File: src/rtl/apb_dual_master_arbiter.sv
// apb_dual_master_arbiter: round-robin APB master shared by two local requesters,
// with address range checking and a bounded ACCESS-phase wait.
module apb_dual_master_arbiter #(
    parameter int          DATA_WIDTH     = 32,
    parameter int          ADDR_WIDTH     = 12,
    parameter int unsigned MEM_DEPTH      = 1024,
    parameter int          TIMEOUT_CYCLES = 16
) (
    input  logic                  PCLK,
    input  logic                  PRESET,
    input  logic                  req0_valid,
    output logic                  req0_ready,
    input  logic                  req0_write,
    input  logic [ADDR_WIDTH-1:0] req0_addr,
    input  logic [DATA_WIDTH-1:0] req0_wdata,
    output logic                  rsp0_valid,
    output logic [DATA_WIDTH-1:0] rsp0_rdata,
    output logic                  rsp0_err,
    input  logic                  req1_valid,
    output logic                  req1_ready,
    input  logic                  req1_write,
    input  logic [ADDR_WIDTH-1:0] req1_addr,
    input  logic [DATA_WIDTH-1:0] req1_wdata,
    output logic                  rsp1_valid,
    output logic [DATA_WIDTH-1:0] rsp1_rdata,
    output logic                  rsp1_err,
    output logic                  PSEL,
    output logic                  PENABLE,
    output logic                  PWRITE,
    output logic [ADDR_WIDTH-1:0] PADDR,
    output logic [DATA_WIDTH-1:0] PWDATA,
    input  logic [DATA_WIDTH-1:0] PRDATA,
    input  logic                  PREADY
);
    localparam int CW = $clog2(TIMEOUT_CYCLES);
    typedef enum logic [1:0] {IDLE, SETUP, ACCESS, RESP} state_t;
    state_t                state, state_n;
    logic                  last_grant, gnt, grant, g_n, accept, in_range, timeout, res_err;
    logic                  sel_write;
    logic [ADDR_WIDTH-1:0] sel_addr;
    logic [DATA_WIDTH-1:0] sel_wdata, res_rdata;
    logic [CW-1:0]         cnt;
    always_comb begin
        grant      = (req0_valid && req1_valid) ? ~last_grant : req1_valid;
        sel_write  = grant ? req1_write : req0_write;
        sel_addr   = grant ? req1_addr : req0_addr;
        sel_wdata  = grant ? req1_wdata : req0_wdata;
        accept     = (state == IDLE) && (req0_valid || req1_valid);
        req0_ready = accept && !grant;
        req1_ready = accept && grant;
        in_range   = 32'(sel_addr) < MEM_DEPTH;
        timeout    = cnt == CW'(TIMEOUT_CYCLES - 1);
        g_n        = accept ? grant : gnt;
        state_n    = state;
        res_err    = 1'b0;
        res_rdata  = '0;
        case (state)
            IDLE: begin
                state_n = accept ? (in_range ? SETUP : RESP) : IDLE;
                res_err = accept && !in_range;
            end
            SETUP: state_n = ACCESS;
            ACCESS: begin
                state_n   = (PREADY || timeout) ? RESP : ACCESS;
                res_err   = !PREADY;
                res_rdata = (PREADY && !PWRITE) ? PRDATA : '0;
            end
            default: state_n = IDLE;
        endcase
    end
    // APB and response outputs are registered from the next state so they never glitch.
    always_ff @(posedge PCLK or posedge PRESET) begin
        if (PRESET) begin
            state      <= IDLE;
            last_grant <= 1'b1;
            gnt        <= 1'b0;
            cnt        <= '0;
            PSEL       <= 1'b0;
            PENABLE    <= 1'b0;
            PWRITE     <= 1'b0;
            PADDR      <= '0;
            PWDATA     <= '0;
            rsp0_valid <= 1'b0;
            rsp0_rdata <= '0;
            rsp0_err   <= 1'b0;
            rsp1_valid <= 1'b0;
            rsp1_rdata <= '0;
            rsp1_err   <= 1'b0;
        end else begin
            state      <= state_n;
            cnt        <= (state == ACCESS) ? cnt + 1'b1 : '0;
            PSEL       <= (state_n == SETUP) || (state_n == ACCESS);
            PENABLE    <= state_n == ACCESS;
            rsp0_valid <= (state_n == RESP) && !g_n;
            rsp0_rdata <= ((state_n == RESP) && !g_n) ? res_rdata : '0;
            rsp0_err   <= (state_n == RESP) && !g_n && res_err;
            rsp1_valid <= (state_n == RESP) && g_n;
            rsp1_rdata <= ((state_n == RESP) && g_n) ? res_rdata : '0;
            rsp1_err   <= (state_n == RESP) && g_n && res_err;
            if (accept) begin
                gnt        <= grant;
                last_grant <= grant;
            end
            if (accept && in_range) begin
                PWRITE <= sel_write;
                PADDR  <= sel_addr;
                PWDATA <= sel_wdata;
            end
        end
    end
endmodule
File: config.mk
export PLATFORM = sky130hd
export DESIGN_NAME = apb_dual_master_arbiter
export DESIGN_NICKNAME = d
export VERILOG_FILES = /design/src/rtl/apb_dual_master_arbiter.sv
export SDC_FILE = /design/constraint.sdc
export NUM_CORES = 1
export LEC_CHECK = 0
export CORE_MARGIN = 2
export CORE_UTILIZATION = 43
export DETAILED_ROUTE_END_ITERATION = 10
export GPL_TIMING_DRIVEN = 1
export HOLD_SLACK_MARGIN = 0.02
export PLACE_DENSITY = 0.95
export SYNTH_ARGS = -nofsm -noshare
export SYNTH_HDL_FRONTEND = slang
export SYNTH_SLANG_ARGS = --single-unit
File: constraint.sdc
create_clock -name PCLK -period 6.5 [get_ports PCLK]
set_input_delay 1.3 -clock PCLK [delete_from_list [all_inputs] [get_ports PCLK]]
set_output_delay 1.3 -clock PCLK [all_outputs]
set_load 0.01 [all_outputs]
======== Yosys cells after proc, flatten, opt, wreduce, memory -nomap -nowiden ========
Cells that the tools add are included.
storage, ports and cells
  register bits after elaboration ......... 123
  input port bits ......................... 127
  output and inout bits ................... 117
operators by class
  mux-type cells .......................... 15
  bitwise logic cells ..................... 1
  add/sub/neg operators ................... 1
  magnitude comparators ................... 1
  equality and inequality tests ........... 6
  reduce and logical (&&, ||, !) cells .... 20
operator list
  cell                  number
  $mux 32               5
  $lt 12x11->1 const B  1
  $mux 12               1
  $logic_and 1x1->1     11
  $eq 2x2->1 const B    3
  $pmux 2 s3            1
  $logic_not 1->1       5
  $add 4x1->4 const B   1
  $eq 2x1->1 const B    2
  $eq 4x4->1 const B    1
  $mux 1                4
  $mux 2                2
  $mux 4                1
  $logic_or 1x1->1      3
  $logic_not 2->1       1
  $pmux 1 s2            1
  $not 1->1             1

======== Logic depth before layout (Yosys ltp) ========
  word-level depth ........................ 10
  gate-level depth with buffers ........... 10

======== Worst setup path before layout ========
OpenSTA, ideal clock, no wires.
  path type ............................... input port to output port
  from .................................... in req1_valid
  to ...................................... out req1_ready
  path buffers ............................ 2
  path slack .............................. 3027 ps
  required time ........................... 5200 ps
  cell stages on the path ................. 4
  arrival time ............................ 2173 ps
  path through ............................ a21boi_2 buf_4 buf_1 and2_1
between the ends
  word-level cells in the longest chain between the ends .. 3
RTL lines
  what                                                   RTL line  RTL
  from (decl)                                            19        input logic req1_valid,
  $logic_and 1x1->1 or $logic_or 1x1->1 (tied branches)  44, 48
  $mux 1 or $logic_and 1x1->1 (tied branches)            44, 48
  $logic_and 1x1->1 (*)                                  50        req1_ready = accept && grant;
  to (decl)                                              20        output logic req1_ready,
Every way passes the cells marked *; elsewhere a longest branch is shown, timed or not.

======== Final worst setup path ========
Same ends and word-level chain as after synthesis.

==> insert_results.sql <==
INSERT INTO impl_metrics (metric_group, metric, value, unit) VALUES
('detailed_routing', 'detailroute.via_count', '3640', ''),
('detailed_routing', 'routed_wire_length_per_instance', '17.7', 'microns'),
('critical_path', 'worstSetupEndpointType', 'primary output', ''),
('clocking', 'clk_pin_slew', '0.05', 'ns'),
('yosys', 'yosysTopAreaCellShare', '0.625', ''),
('clocking', 'cts_inserted_buffers', '17', ''),
('clocking', 'cts.root.buffer_cell', 'sky130_fd_sc_hd__clkbuf_16', ''),
('timing', 'timing.setup.tns', '0', 'ns'),
('yosys', 'yosysSeqAreaShare', '0.630', ''),
('placed_design', 'place.port_buffers', '243', ''),
('yosys', 'ys_warn_count', '0', ''),
('critical_path', 'r2r-end', 'rsp0_rdata[19]', ''),
('yosys', 'simple_gate_fraction_of_synth_area', '0.108', ''),
('critical_path', 'worstSetupPathDepth', '4', ''),
('critical_path', 'r2r_setup_slack', '3.67', 'ns'),
('clocking', 'cts-htree-levels', '4', ''),
('critical_path', 'path_cells', 'clkdlybuf4s50_1, a21boi_4, and2_1, clkdlybuf4s50_1', ''),
('final_layout', 'fin_cells', '735', ''),
('critical_path', 'largest_fanout_of_any_net_on_the_critical_path', '5', ''),
('floorplan', 'placement_row_count', '38', ''),
('flow_run', 'number_of_maximum_capacitance_constraint_violations', '0', ''),
('yosys', 'synth.lib_cells_used.distinct', '29', ''),
('clocking', 'post_cts.repair.setup_buffers', '0', ''),
('timing', 'setup-violations-final', '0', ''),
('timing', 'hold_ws', '0.459', 'ns'),
('yosys', 'synthTopCellsByArea', 'sky130_fd_sc_hd__dfrtp_1, sky130_fd_sc_hd__mux2_2, sky130_fd_sc_hd__and3_1', ''),
('yosys', 'synth_fp_nets', '473', ''),
('power_and_ir_drop', 'vdd_drop_max', '0.000226', 'V'),
('critical_path', 'cp_data_required_time', '5.20', 'ns'),
('final_layout', 'layout_net_count', '717', ''),
('clocking', 'hold_buffers', '0', ''),
('grt', 'globalRouteTotalUtil', '0.216', ''),
('power_and_ir_drop', 'cellPowerDensity', '362', 'nW/um^2'),
('detailed_routing', 'detail_route.drc_violations', '0', ''),
('grt', 'met1_usage', '0.223', ''),
('yosys', 'mappedNetlistArea', '4890', 'sq um'),
('detailed_routing', 'dr.pass1.iters', '4', ''),
('floorplan', 'die_y', '111', 'microns'),
('timing', 'grt_setup_unrepaired', 'no', ''),
('timing', 'fmax', '239', 'MHz'),
('grt', 'grt_start_max_net_pins', '70', ''),
('yosys', 'asyncSetResetFlopFracSynth', '1.00', ''),
('yosys', 'synth_xor_area_frac', '0.00358', ''),
('floorplan', 'num_io_pins', '244', ''),
('clocking', 'clock_latency', '0.40', 'ns'),
('floorplan', 'start_util', '0.445', ''),
('critical_path', 'crit_path_start_kind', 'primary input', ''),
('yosys', 'cell_with_the_most_instances_after_synthesis', 'sky130_fd_sc_hd__dfrtp_1', ''),
('timing', 'maxSlewHeadroom', '0.243', ''),
('clocking', 'clock_path_buffers', '2', ''),
('floorplan', 'floorplan.die_area', '12200', 'sq um'),
('critical_path', 'critical_path.top_delay_family', 'buffers and inverters', ''),
('final_layout', 'number_of_inserted_diodes', '0', ''),
('yosys', 'postSynthCellCount', '340', ''),
('hold_path', 'class_of_the_most_critical_hold_timing_path', 'reg2reg', ''),
('floorplan', 'coreArea', '11000', 'sq um'),
('grt', 'top_usage_layer', 'met2', ''),
('placed_design', 'hpwl', '9.60', 'mm'),
('critical_path', 'r2r_cells', '8', ''),
('timing', 'finalWorstPathRequiredPeriod', '4.18', 'ns'),
('timing', 'actual_slew_at_the_worst_max_slew_pin', '1.13', 'ns'),
('placed_design', 'placedCellCount', '705', ''),
('final_layout', 'finalCoreUtilization', '0.729', ''),
('timing', 'skew', '0.00842', 'ns'),
('grt', 'met2_usage', '0.372', ''),
('detailed_routing', 'ant_nets', '0', ''),
('yosys', 'synth-compound-area-share', '0.0143', ''),
('critical_path', 'timing.rr.start', 'last_grant', ''),
('status', 'status', 'finished, final reports clean', ''),
('critical_path', 'cp_slowest_cell', 'sky130_fd_sc_hd__clkdlybuf4s50_1', ''),
('critical_path', 'crit_start', 'req1_valid', '');
## how the worst min path moves through the flow
| stage | from | to | cells past startpoint |
|---|---|---|---|
| after CTS | cnt[0] | cnt[0] | 1 |
| final | cnt[0] | cnt[0] | 1 |
| after detailed placement | cnt[0] | cnt[0] | 1 |
| after global placement | cnt[0] | cnt[0] | 1 |
| after global routing | cnt[0] | cnt[0] | 1 |
| after floorplan | cnt[0] | cnt[0] | 1 |
## cells by family after synthesis
logic type | after synthesis
flip-flops | 123
buffers and inverters | 28
XOR/XNOR | 2
adder cells (fa/ha/maj) | 6
AO/OA/AOI/OAI | 10
multiplexers | 87
AND/OR/NAND/NOR | 84
## per-stage QoR
| step | worst slack (ns) | total power, mW | instance area (sq um) |
|---|---|---|---|
| finish | 2.32 | 2.90 | 8010 |
| global route | 2.27 | 3.04 | 8010 |
| CTS | 2.32 | 2.92 | 8010 |
| detailed placement | 2.10 | 2.02 | 7430 |
| global placement | 2.37 | 1.97 | 7430 |
| floorplan | 1.93 | 1.48 | 4890 |
## where the power goes
group	internal [mW]	switching, mW	total (mW)
logic	0.540	0.416	0.956
registers	0.950	0.0874	1.04
clock network	0.578	0.323	0.902
## cell type report
type                    instances  area [sq um]
flip-flops and latches        123          3080
inverters                       6          25.0
clock inverters                11           121
clock buffers                  19           453
fillers                       717          2980
well taps                     140           175
multi-input cells             189          1690
repair buffers                247          2460
## layout by cell type (no fill, tap or decap)
cell | Yosys | final
sky130_fd_sc_hd__clkbuf_8 | 0 | 2
sky130_fd_sc_hd__mux2_1 | 19 | 19
sky130_fd_sc_hd__a21oi_1 | 3 | 3
sky130_fd_sc_hd__clkinv_2 | 0 | 3
sky130_fd_sc_hd__bufinv_16 | 0 | 2
sky130_fd_sc_hd__inv_6 | 0 | 1
sky130_fd_sc_hd__nor2_2 | 0 | 1
sky130_fd_sc_hd__nor2_1 | 5 | 4
sky130_fd_sc_hd__dfstp_2 | 1 | 1
sky130_fd_sc_hd__clkdlybuf4s50_1 | 0 | 243
sky130_fd_sc_hd__inv_1 | 6 | 5
sky130_fd_sc_hd__o21a_1 | 1 | 1
sky130_fd_sc_hd__nand3_1 | 1 | 1
sky130_fd_sc_hd__clkinvlp_4 | 0 | 5
sky130_fd_sc_hd__nor2b_1 | 6 | 6
sky130_fd_sc_hd__clkbuf_16 | 0 | 17
sky130_fd_sc_hd__a31oi_1 | 1 | 1
sky130_fd_sc_hd__a22o_1 | 1 | 1
sky130_fd_sc_hd__o21ai_0 | 1 | 1
sky130_fd_sc_hd__xor2_1 | 1 | 1
sky130_fd_sc_hd__and3b_1 | 1 | 1
sky130_fd_sc_hd__and2_0 | 1 | 1
sky130_fd_sc_hd__mux2_2 | 67 | 67
sky130_fd_sc_hd__xnor2_1 | 1 | 1
sky130_fd_sc_hd__nor2_8 | 1 | 1
sky130_fd_sc_hd__and2_1 | 4 | 4
sky130_fd_sc_hd__and3_1 | 65 | 65
sky130_fd_sc_hd__inv_4 | 0 | 1
sky130_fd_sc_hd__buf_4 | 5 | 4
sky130_fd_sc_hd__ha_1 | 6 | 6
sky130_fd_sc_hd__a21boi_4 | 0 | 1
sky130_fd_sc_hd__a21o_1 | 1 | 1
sky130_fd_sc_hd__mux2i_4 | 1 | 1
sky130_fd_sc_hd__dfrtp_1 | 122 | 122
sky130_fd_sc_hd__o21ai_2 | 1 | 1
## routing by layer
| metal | wire length (microns) | part of all wire |
|---|---|---|
| met4 | 180 | 0.014 |
| met2 | 6560 | 0.50 |
| met1 | 4680 | 0.36 |
| met5 | 0 | 0 |
| met3 | 1570 | 0.12 |
## state kept, by name, summed over array words and instances, names as in the netlist, 2 cells and up
register	cells
PADDR	12
PWDATA	32
cnt	4
rsp0_rdata	32
rsp1_rdata	32
state	2
Power figures use the tool's default switching activity.
